### config.mk
export PLATFORM = sky130hd
export DESIGN_NAME = fetch_sequencer
export DESIGN_NICKNAME = d
export VERILOG_FILES = /design/src/rtl/fetch_pkg.sv /design/src/rtl/ret_stack.sv /design/src/rtl/fetch_sequencer.sv
export SDC_FILE = /design/constraint.sdc
export NUM_CORES = 1
export LEC_CHECK = 0
export CAP_MARGIN = 20
export CORE_UTILIZATION = 35
export DETAILED_ROUTE_END_ITERATION = 10
export PLACE_DENSITY = 0.56
export SKIP_LAST_GASP = 1
export SLEW_MARGIN = 5
export SYNTH_ARGS = -nofsm -noshare
export SYNTH_HDL_FRONTEND = slang
export SYNTH_HIERARCHICAL = 1
export SYNTH_SLANG_ARGS = --single-unit
### constraint.sdc
create_clock -name clk -period 5 [get_ports clk]
set_input_delay 0.5 -clock clk [delete_from_list [all_inputs] [get_ports clk]]
set_output_delay 0.5 -clock clk [all_outputs]
set_load 0.01 [all_outputs]
### src/rtl/fetch_pkg.sv
// Shared types and default sizing for the fetch sequencer and its return stack.
package fetch_pkg;
  localparam int D_DEF        = 12;
  localparam int LW_DEF       = 5;
  localparam int SD_DEF       = 4;
  localparam int END_ADDR_DEF = 256;

  typedef enum logic [1:0] {IDLE, RUN, DONE} state_t;
  typedef enum logic [2:0] {SEL_INC, SEL_BR, SEL_JMP, SEL_CALL, SEL_RET} next_sel_t;
endpackage

### src/rtl/ret_stack.sv
// LIFO of call return addresses; pushes when full and pops when empty are ignored here,
// the caller reports them as stack errors.
module ret_stack
  import fetch_pkg::*;
#(
  parameter int SD = SD_DEF,
  parameter int W  = D_DEF
) (
  input  logic         clk,
  input  logic         rst_n,
  input  logic         clear,
  input  logic         push,
  input  logic         pop,
  input  logic [W-1:0] data,
  output logic [W-1:0] top,
  output logic         full,
  output logic         empty
);
  localparam int PW = $clog2(SD + 1);
  localparam int AW = (SD > 1) ? $clog2(SD) : 1;

  logic [W-1:0]  mem [SD];
  logic [PW-1:0] ptr;

  assign full  = (ptr == PW'(SD));
  assign empty = (ptr == '0);
  assign top   = empty ? '0 : mem[AW'(ptr - PW'(1))];

  always_ff @(posedge clk or negedge rst_n) begin
    if (!rst_n) begin
      ptr <= '0;
    end else if (clear) begin
      ptr <= '0;
    end else if (push && !full) begin
      ptr <= ptr + PW'(1);
    end else if (pop && !empty) begin
      ptr <= ptr - PW'(1);
    end
  end

  always_ff @(posedge clk) begin
    if (push && !full && !clear) mem[AW'(ptr)] <= data;
  end
endmodule

### src/rtl/fetch_sequencer.sv
// Program counter with req/done run handshake, relative or table-based branch targets
// and a hardware call/return stack.
//   state | meaning
//   IDLE  | after reset, PC parked at 0, waiting for req
//   RUN   | fetching, PC advances each non-stalled cycle
//   DONE  | PC reached END_ADDR and is held until the next req
module fetch_sequencer
  import fetch_pkg::*;
#(
  parameter int D        = D_DEF,
  parameter int LW       = LW_DEF,
  parameter int SD       = SD_DEF,
  parameter int END_ADDR = END_ADDR_DEF
) (
  input  logic          clk,
  input  logic          reset,
  input  logic          req,
  input  logic          stall,
  input  logic          branch_en,
  input  logic          cond,
  input  logic          jump_en,
  input  logic          call_en,
  input  logic          ret_en,
  input  logic          rel_mode,
  input  logic [7:0]    offset,
  input  logic [LW-1:0] target_idx,
  input  logic          lut_we,
  input  logic [LW-1:0] lut_waddr,
  input  logic [D-1:0]  lut_wdata,
  output logic [D-1:0]  prog_ctr,
  output logic [D-1:0]  link_addr,
  output logic          busy,
  output logic          done,
  output logic          stack_err
);
  localparam logic [D-1:0] END_PC = D'(END_ADDR);

  state_t       state;
  next_sel_t    sel;
  logic [D-1:0] lut [2**LW];
  logic [D-1:0] pc_inc, target, pc_next, stack_top;
  logic         stack_full, stack_empty, step, start, push, pop, err_set;

  assign step   = (state == RUN) && !stall;
  assign start  = (state != RUN) && req;
  assign pc_inc = prog_ctr + D'(1);
  assign target = rel_mode ? prog_ctr + {{(D-8){offset[7]}}, offset} : lut[target_idx];

  // Strobe priority: ret > call > jump > taken branch > increment.
  always_comb begin
    sel     = SEL_INC;
    err_set = 1'b0;
    if (ret_en) begin
      if (stack_empty) err_set = 1'b1;
      else             sel     = SEL_RET;
    end else if (call_en) begin
      sel     = SEL_CALL;
      err_set = stack_full;
    end else if (jump_en) begin
      sel = SEL_JMP;
    end else if (branch_en && cond) begin
      sel = SEL_BR;
    end
  end

  always_comb begin
    pc_next = pc_inc;
    case (sel)
      SEL_RET:                   pc_next = stack_top;
      SEL_CALL, SEL_JMP, SEL_BR: pc_next = target;
      default:                   pc_next = pc_inc;
    endcase
  end

  assign push = step && (sel == SEL_CALL) && !stack_full;
  assign pop  = step && (sel == SEL_RET);

  always_ff @(posedge clk) begin
    if (lut_we) lut[lut_waddr] <= lut_wdata;
  end

  ret_stack #(.SD(SD), .W(D)) u_stack (
    .clk   (clk),
    .rst_n (reset),
    .clear (start),
    .push  (push),
    .pop   (pop),
    .data  (pc_inc),
    .top   (stack_top),
    .full  (stack_full),
    .empty (stack_empty)
  );

  always_ff @(posedge clk or negedge reset) begin
    if (!reset) begin
      state     <= IDLE;
      prog_ctr  <= '0;
      link_addr <= '0;
      busy      <= 1'b0;
      done      <= 1'b0;
      stack_err <= 1'b0;
    end else begin
      case (state)
        IDLE, DONE: begin
          if (req) begin
            state     <= RUN;
            prog_ctr  <= '0;
            busy      <= 1'b1;
            done      <= 1'b0;
            stack_err <= 1'b0;
          end
        end
        RUN: begin
          if (!stall) begin
            prog_ctr <= pc_next;
            if (sel == SEL_CALL || sel == SEL_JMP) link_addr <= pc_inc;
            if (err_set) stack_err <= 1'b1;
            if (pc_next == END_PC) begin
              state <= DONE;
              busy  <= 1'b0;
              done  <= 1'b1;
            end
          end
        end
        default: state <= IDLE;
      endcase
    end
  end
endmodule

Word level (Yosys, flattened, before mapping)

Memory sizes are Yosys's and may differ from the RTL's.
Cells that the tools add are included.

Memory bits (writable): 432
Bits in registers: 32
Memories: 2
Output and inout bits: 27

Bitwise gates (word level): 1
Mux-type cells: 36
Reductions and logical operators: 25
Equal/unequal tests: 13
Add/sub/neg operators: 4

Memory list:

| name        | depth | width | rd ports | clocked after Yosys merged registers in | write ports | line                  | RTL |
|---|---|---|---|---|---|---|---|
| lut         | 32    | 12    | 1        | 0                                       | 1           | fetch_sequencer.sv:40 | `logic [D-1:0] lut [2**LW];` |
| u_stack.mem | 4     | 12    | 1        | 0                                       | 1           | ret_stack.sv:22       | `logic [W-1:0] mem [SD];` |

Operators with widths:

| cell                                                   | number |
|---|---|
| 2-to-1 mux 12 bit                                      | 4 |
| one-hot mux 12 bit (2 select lines)                    | 2 |
| 2-to-1 mux 1 bit                                       | 16 |
| 2-to-1 mux 3 bit                                       | 5 |
| adder 12 x 1 -> 12 bit (second input constant)         | 1 |
| adder 12 bit                                           | 1 |
| == test 12 x 9 -> 1 bit (second input constant)        | 1 |
| 2-to-1 mux 2 bit                                       | 5 |
| logical AND 1 bit                                      | 9 |
| AND reduction 3 bit                                    | 3 |
| AND reduction 4 bit                                    | 2 |
| == test 3 x 2 -> 1 bit (second input constant)         | 2 |
| == test 3 bit (second input constant)                  | 2 |
| inequality test 2 bit (second input constant)          | 3 |
| one-hot mux 1 bit (2 select lines)                     | 3 |
| zero test 1 bit                                        | 4 |
| inequality test 2 x 1 -> 1 bit (second input constant) | 2 |
| one-hot mux 2 bit (2 select lines)                     | 1 |
| adder 3 x 1 -> 3 bit (second input constant)           | 1 |
| == test 3 x 1 -> 1 bit (second input constant)         | 1 |
| zero test 3 bit                                        | 1 |
| nonzero test 3 bit                                     | 1 |
| OR reduction 3 bit                                     | 1 |
| subtractor 3 x 1 -> 3 bit (second input constant)      | 1 |
| 7 further kinds                                        | 7 |

Longest topological paths before layout

Gate-level depths: netlist of the first run.

Word-level depth: 12
Depth in mapped cells: 15
Depth with buffers taken out: 11

Cells and area by module

The synthesis of the first run kept the hierarchy.

Modules (own cells, without submodules):

| module          | area an instance (um^2) | cells each | seq. area each (um^2) | times used |
|---|---|---|---|---|
| fetch_sequencer | 17489.3                 | 1050       | 12256.8               | 1 |
| ret_stack       | 2219.6                  | 110        | 1516.5                | 1 |

Worst setup path after synthesis of the first run

OpenSTA, ideal clock, no wires.

Kind: register to register
From: register u_stack.ptr[0]
To: register busy
Arrival time: 2.987 ns
Path buffers: 4
Stages on the path, launching flop included: 16
Period minus slack after synthesis: 3.124 ns
Required time: 4.863 ns
Library setup time: 0.137 ns
Setup slack: 1.876 ns
Cells stage by stage: dfrtp_1 buf_6 buf_12 inv_1 ha_1 nor2b_2 buf_4 nor2b_1 clkbuf_1 nand2_1 o31ai_1 or4_1 o22ai_1 nand4_1 nor4_2 o21ai_1

Longest elaborated chain between the ends: 9
Elaborated cells between the ends (all ways): 15
Those cells by class: add/sub: 1; eq/ne: 6; mux: 4; reduce/logical: 3; memory: 1

Ends and longest elaborated chain:

| item                                                                    | line                   | RTL |
|---|---|---|
| start, declared                                                         | ret_stack.sv:23        | `logic [PW-1:0] ptr;` |
| start signal, assigned                                                  | ret_stack.sv:35        | `ptr <= ptr + PW'(1);` |
| start signal, assigned                                                  | ret_stack.sv:37        | `ptr <= ptr - PW'(1);` |
| zero test 3 bit *                                                       | ret_stack.sv:26        | `assign empty = (ptr == '0);` |
| via stack_empty                                                         | fetch_sequencer.sv:42  | `logic stack_full, stack_empty, step, start, push, pop, err_set;` |
| 2-to-1 mux 3 bit                                                        | fetch_sequencer.sv:54  | `if (stack_empty) err_set = 1'b1;` |
| 2-to-1 mux 3 bit                                                        | fetch_sequencer.sv:53  | `if (ret_en) begin` |
| == test 3 x 2 -> 1 bit / == test 3 x 1 -> 1 bit (equally long branches) | fetch_sequencer.sv:68  | `case (sel)` |
| OR reduction 3 bit                                                      | fetch_sequencer.sv:68  |  |
| one-hot mux 12 bit (2 select lines) *                                   | fetch_sequencer.sv:68  |  |
| == test 12 x 9 -> 1 bit *                                               | fetch_sequencer.sv:118 | `if (pc_next == END_PC) begin` |
| inequality test 2 x 1 -> 1 bit (no line) *                              | -                      |  |
| AND reduction 4 bit (no line) *                                         | -                      |  |
| end signal, assigned                                                    | fetch_sequencer.sv:99  | `busy <= 1'b0;` |
| end signal, assigned                                                    | fetch_sequencer.sv:108 | `busy <= 1'b1;` |
| end signal, assigned                                                    | fetch_sequencer.sv:120 | `busy <= 1'b0;` |
| end, declared                                                           | fetch_sequencer.sv:32  | `output logic busy,` |

Mark *: on every way through the listed nets, which the timed path passes. The rest lies on a longest branch.
A chain may end at the register's enable or synchronous reset.

Worst setup path in the final report of the first run

From: input target_idx[4]
To: register busy

Longest elaborated chain between the ends: 6

Ends and longest elaborated chain:

| item                                     | line                   | RTL |
|---|---|---|
| start, declared                          | fetch_sequencer.sv:26  | `input logic [LW-1:0] target_idx,` |
| memory (32 x 12 bit)                     | -                      |  |
| 2-to-1 mux 12 bit                        | fetch_sequencer.sv:47  | `assign target = rel_mode ? prog_ctr + {{(D-8){offset[7]}}, offset} : lut[target_idx];` |
| one-hot mux 12 bit (2 select lines)      | fetch_sequencer.sv:68  |  |
| == test 12 x 9 -> 1 bit                  | fetch_sequencer.sv:118 |  |
| inequality test 2 x 1 -> 1 bit (no line) | -                      |  |
| AND reduction 4 bit (no line)            | -                      |  |

Every way passes these cells.

==> results of run 1 <==
[critical path: cells and delay by family]
| family | cells | cell delay (ps) |
|---|---|---|
| AOI/OAI and AO/OA | 3 | 770 |
| buffers and inverters | 2 | 1160 |
| and+or+nand+nor | 5 | 1580 |
[cell families after synthesis]
group / synth area share (%)
xor+xnor: 0.755
simple gates: 6.53
compound gates: 5.94
mux: 13.4
buf+inv: 2.30
flops: 69.9
fa+ha+maj: 1.18
[final cells by class]
class                           count  area [sq um]  share of cell area (%)
Inverter                           24          90.1                   0.390
Tap cell                          748           936                    4.05
Sequential cell                   464         13800                    59.6
Clock inverter                     31           504                    2.18
Clock buffer                       55          1250                    5.40
Multi-Input combinational cell    615          5530                    23.9
Timing Repair Buffer              112          1040                    4.52
[where the power goes]
| part | leakage [nW] | switching [mW] | internal, mW |
|---|---|---|---|
| registers | 4.27 | 0.176 | 4.49 |
| clock network | 0.845 | 1.55 | 2.42 |
| logic | 2.72 | 1.16 | 0.924 |
| total | 7.83 | 2.89 | 7.84 |
[metal layers]
| layer | wire, um | vias up | track usage, % |
|---|---|---|---|
| met2 | 24700 | 414 | 29.6 |
| met1 | 23100 | 5743 | 26.0 |
| met3 | 3700 | 65 | 3.24 |
| li1 | - | 4856 | - |
| met4 | 1030 | 0 | 5.05 |
| met5 | 0 | - | 0 |
[sequential cells by signal (all words and copies together), names as in the netlist]
register     flops
lut            384
u_stack/mem     48
link_addr       12
prog_ctr        12
u_stack/ptr      3
state            2
busy             1
done             1
stack_err        1
[through the flow]
step / total power, mW / area (sq um) / instances / util (%)
floorplan: 6.03 / 19700 / 1160 / -
global placement: 6.81 / 21300 / 1959 / 38.4
detailed placement: 6.84 / 21300 / 1960 / 38.5
CTS: 10.8 / 23100 / 2046 / 41.6
global route: 11.1 / 23100 / 2049 / 41.7
finish: 10.7 / 23100 / 2049 / 41.7
[path summary, 6_finish.rpt]
| kind | startpoint | end | slack (ps) |
|---|---|---|---|
| hold reg to reg | link_addr[11] | link_addr[11] | 510 |
| min in group clk | link_addr[11] | link_addr[11] | 510 |
| setup reg to reg | u_stack/ptr[1] | busy | 1670 |
| max in group asynchronous | reset | prog_ctr[10] | 4330 |
| setup / recovery | target_idx[4] | busy | 1410 |
| hold / removal | reset | link_addr[2] | 340 |
[placed cells by master, fill, tap and decap left out, types with 23 or more instances in the layout]
cell               n
clkbuf_16         49
dfrtp_1           32
clkdlybuf4s50_1   64
mux4_2            57
a21oi_1           28
nand2_1           40
a22oi_1           30
nand3_1           36
buf_4             42
nor2_1            42
mux2i_1           87
inv_1             23
edfxtp_1         432
o21ai_0           29
==> metrics, run 1 <==
crit path launch type primary input; gr usage total 18.5%; vias in the first global route 11100; Mapped Area approximately 20000 sq um; clk sinks between 400 and 500; Vias/cell 5.41; run status finished, final reports clean; yosys warns 6; CP max stage cell clkdlybuf4s50_1; CTS tree built; final hold violation count 0; cts repair resizes 0; chip height about 240 um; num rows 86; largest net degree at the start of global routing 55; Lkg Pwr 7.83 nW; peak supply drop 0.000324 V; CTS H-tree lvls 2; ys flop type edfxtp_1; Syn Area/Cell between 15 and 20 sq um; worst reg2reg path depth 11; maxcap violations 0; crit-path max FO 19; wire per inst 25.6 um; Die ar. 57300 sq um; critical setup path kind primary input to register; # nets final 1325; Synth area leader edfxtp_1; final worst slack between 1000 and 1500 ps; Yosys top cell area share between 60 and 70%; crit share post-route 71.8%; CTS Buffer Depth 3; Critical Path End Type register; Worst Tran Pin Value 1180 ps; Initial Util 35.6%; CTS Hold Buffers Added 0; Hold Path Class primary input to asynchronous set/reset pin; Tmin final between 3000 and 4000 ps; DR pass1 iterations 5; total setup buffers inserted after CTS 0; post-synthesis sequential area ratio around 70%; first-pass GRT wire length 76300 um; synth cell count leaders 432 x edfxtp_1, 87 x mux2i_1, 61 x nor2_1; PortBufs 67; drt drc 0; Placer Congestion 0.851; total grt overflow 0; Slew headroom 21.4%; largest cells by area after synthesis edfxtp_1 66%, mux4_2 6.5%, mux2i_1 4.4%, dfrtp_1 4.1%, mux4_1 1.6%; ANT cells 0; Worst-Skew Late Latency 610 ps; RSZ-0062 raised after global routing no; IO Count 68; max frequency 0.279 GHz; skew final 46.0 ps; pwr dens 464 nW/um^2; share of synthesized registers carrying an async set or reset around 7%; antenna violations before repair 0; total wire length between 50000 and 60000 um; Post-Syn Nets 1219; final max-slew violation count 0; layout cells sized above 1 18.2%; CTS Buf Count 49; Layout Area Growth over Synthesis 17.3%; crit path cell chain clkdlybuf4s50_1, buf_4, nor2b_1, a22oi_1, nand3_1, nand4_1, o22ai_1, nand4_1, nor4_2, o21ai_1; hold_ws 340 ps; CP max stage delay 760 ps; drt first-iter violations ~1100; Root Buffer clkbuf_16; dpl hpwl 34000 um; Seq cells post-synth approximately 460; Post-Syn Instances 1160; Worst-path clk slew 60 ps; Fill cells just under 5000; detailed-route via count approximately 11000; EDFF count, synth 432; Setup WS pre-CTS 1010 ps; most used cell, CP nand4_1; Die X-Extent 239 um; worst path required time 5440 ps; Setup-failing EPs final 0; setup TNS 0 ps; Core Region around 55000 sq um; most numerous cell in the Yosys netlist edfxtp_1; worst path arrival time 4030 ps; DRT antenna net count 0; Yosys cell types 75
Power figures use the tool's default switching activity.
==> run 2, diff against run 1 <==
==> constraint.sdc (replaced) <==
create_clock -name clk -period 3.4 [get_ports clk]
set_input_delay 0.34 -clock clk [delete_from_list [all_inputs] [get_ports clk]]
set_output_delay 0.34 -clock clk [all_outputs]
set_load 0.01 [all_outputs]
==> run 2 against run 1 <==
Die area stayed put. Non-clock buffer count rose by 68. Global-route usage down 0.12 points. Setup slack worse by 1200 ps. Routed wire length shrank 1.1%.
==> metrics, run 2 (synthesis gave the netlist of run 1 again) <==
ANT cells 0; final hold violation count 0; Hold Path Class primary input to asynchronous set/reset pin; Lkg Pwr 8.15 nW; max reg flops around 380; Slew headroom 32.7%; share of power burned in the clock network 34.3%; Core Region 55400 sq um; Worst-path clk slew 60 ps; worst path required time 3840 ps; total wire length 51900 um; flop2flop setup slack 170 ps; crit-path max FO 6; DRT antenna net count 0; most frequent cells in the layout 432 x edfxtp_1, 103 x buf_4, 87 x mux2i_1; run status finished, final reports clean; first-pass GRT wire length 75900 um; CTS Buffer Depth 3; sequential power share roughly 44%; Critical Path End Type register; final worst slack between 150 and 200 ps; Sw Pwr approximately 4.2 mW; crit share post-route 95.0%; Worst-Skew Late Latency 590 ps; CTS Hold Buffers Added 0; Sw Ratio about 27%; IO Count 68; CTS tree built; chip height 239 um; max frequency 0.310 GHz; detailed-route via count approximately 11000; register area 13800 sq um; Top reg by flops lut; Initial Util ~36%; Post-Layout Inst Area 23500 sq um; PortBufs 67; Root Buffer clkbuf_16; commonest non-fill, non-tap cell in the layout edfxtp_1; vias in the first global route ~11000; drt first-iter violations 1089; total grt overflow 0; Layout Area Growth over Synthesis 19.3%; reg-to-reg critical path endpoint busy; crit path launch type register; Fill cells 4996; pwr dens 659 nW/um^2; skew final 21.3 ps; cts repair resizes 0; RSZ-0062 raised after global routing no; area of the multi-input gates 5500 sq um; CTS H-tree lvls 2; post-placement cell area 21900 sq um; drt drc 0; Vias/cell 5.30; worst r2r src u_stack/ptr[0]; Internal 11.3 mW; critical setup path kind register to register; dpl hpwl 34100 um; DR pass1 iterations 5; wire per inst 24.5 um; layout cells sized above 1 between 20% and 30%; peak supply drop just over 0.0004 V; clk sinks 464; worst path arrival time 3670 ps; total setup buffers inserted after CTS 0; Comb power frac between 20% and 30%; Tmin final 3230 ps; Setup-failing EPs final 0; worst reg2reg path depth 10; Worst Tran Pin Value 1000 ps; Die X-Extent about 240 um; maxcap violations 0; Top Registers lut x384, u_stack/mem x48; CTS Buf Count 49; num rows 86; antenna violations before repair 1; # nets final 1393; final max-slew violation count 0; Setup WS pre-CTS roughly 44 ps; largest net degree at the start of global routing 33; setup TNS 0 ps; Die ar. 57300 sq um; gr usage total 18.4%; Placer Congestion 0.839
==> run 2: final cells by class <==
cell class / instances / share of cell area, %
Inverter: 24 / 0.383
Clock inverter: 30 / 1.26
Multi-Input combinational cell: 615 / 23.4
Sequential cell: 464 / 58.6
Timing Repair Buffer: 180 / 6.99
Tap cell: 748 / 3.98
Clock buffer: 56 / 5.42
==> run 2: how the worst max path moves through the flow <==
stage                   startpoint  cells after the start  slack [ps]        to
CTS                 u_stack/ptr[1]                     12           5      busy
global route        u_stack/ptr[1]                     12           2  state[0]
global placement         offset[0]                     11          -5      busy
detailed placement       offset[0]                     11          40      busy
floorplan           u_stack/ptr[0]                     15         280      busy
finish              u_stack/ptr[0]                     10         170      busy
==> run 2: per-layer routing <==
layer	routed length [um]	up-vias	global-route usage (%)	share of wire (%)
li1	-	5018	-	-
met1	22200	5736	24.7	43
met2	25100	410	30.4	48
met3	3640	65	3.71	7.0
met4	1000	0	5.05	1.9
met5	0	-	0	0
==> run 2: power groups by stage <==
stage	clock, mW	combinational [mW]	sequential (mW)
2_1_floorplan	0	1.89	6.97
3_3_place_gp	0	3.28	6.97
3_5_place_dp	0	3.31	6.97
4_1_cts	5.41	3.32	6.85
5_1_grt	5.60	3.58	6.88
6_report	5.31	3.32	6.85
==> run 2: through the flow <==
stage,util (%),std cells,hold WS [ps],total power [mW]
finish,42.4,2117,181,15.5
global route,42.4,2117,214,16.1
CTS,42.3,2115,170,15.6
detailed placement,39.5,2029,496,10.3
global placement,39.5,2029,495,10.3
floorplan,-,1160,44.4,8.86
==> run 2: critical path: stages (launching register included) <==
cell,delay (ps)
dfrtp_1,370
buf_4,180
mux4_1,620
nor2b_1,160
nand2_1,60
o31ai_1,210
or4_1,600
o22ai_2,230
nand4_1,230
nor4_4,320
o21ai_1,100
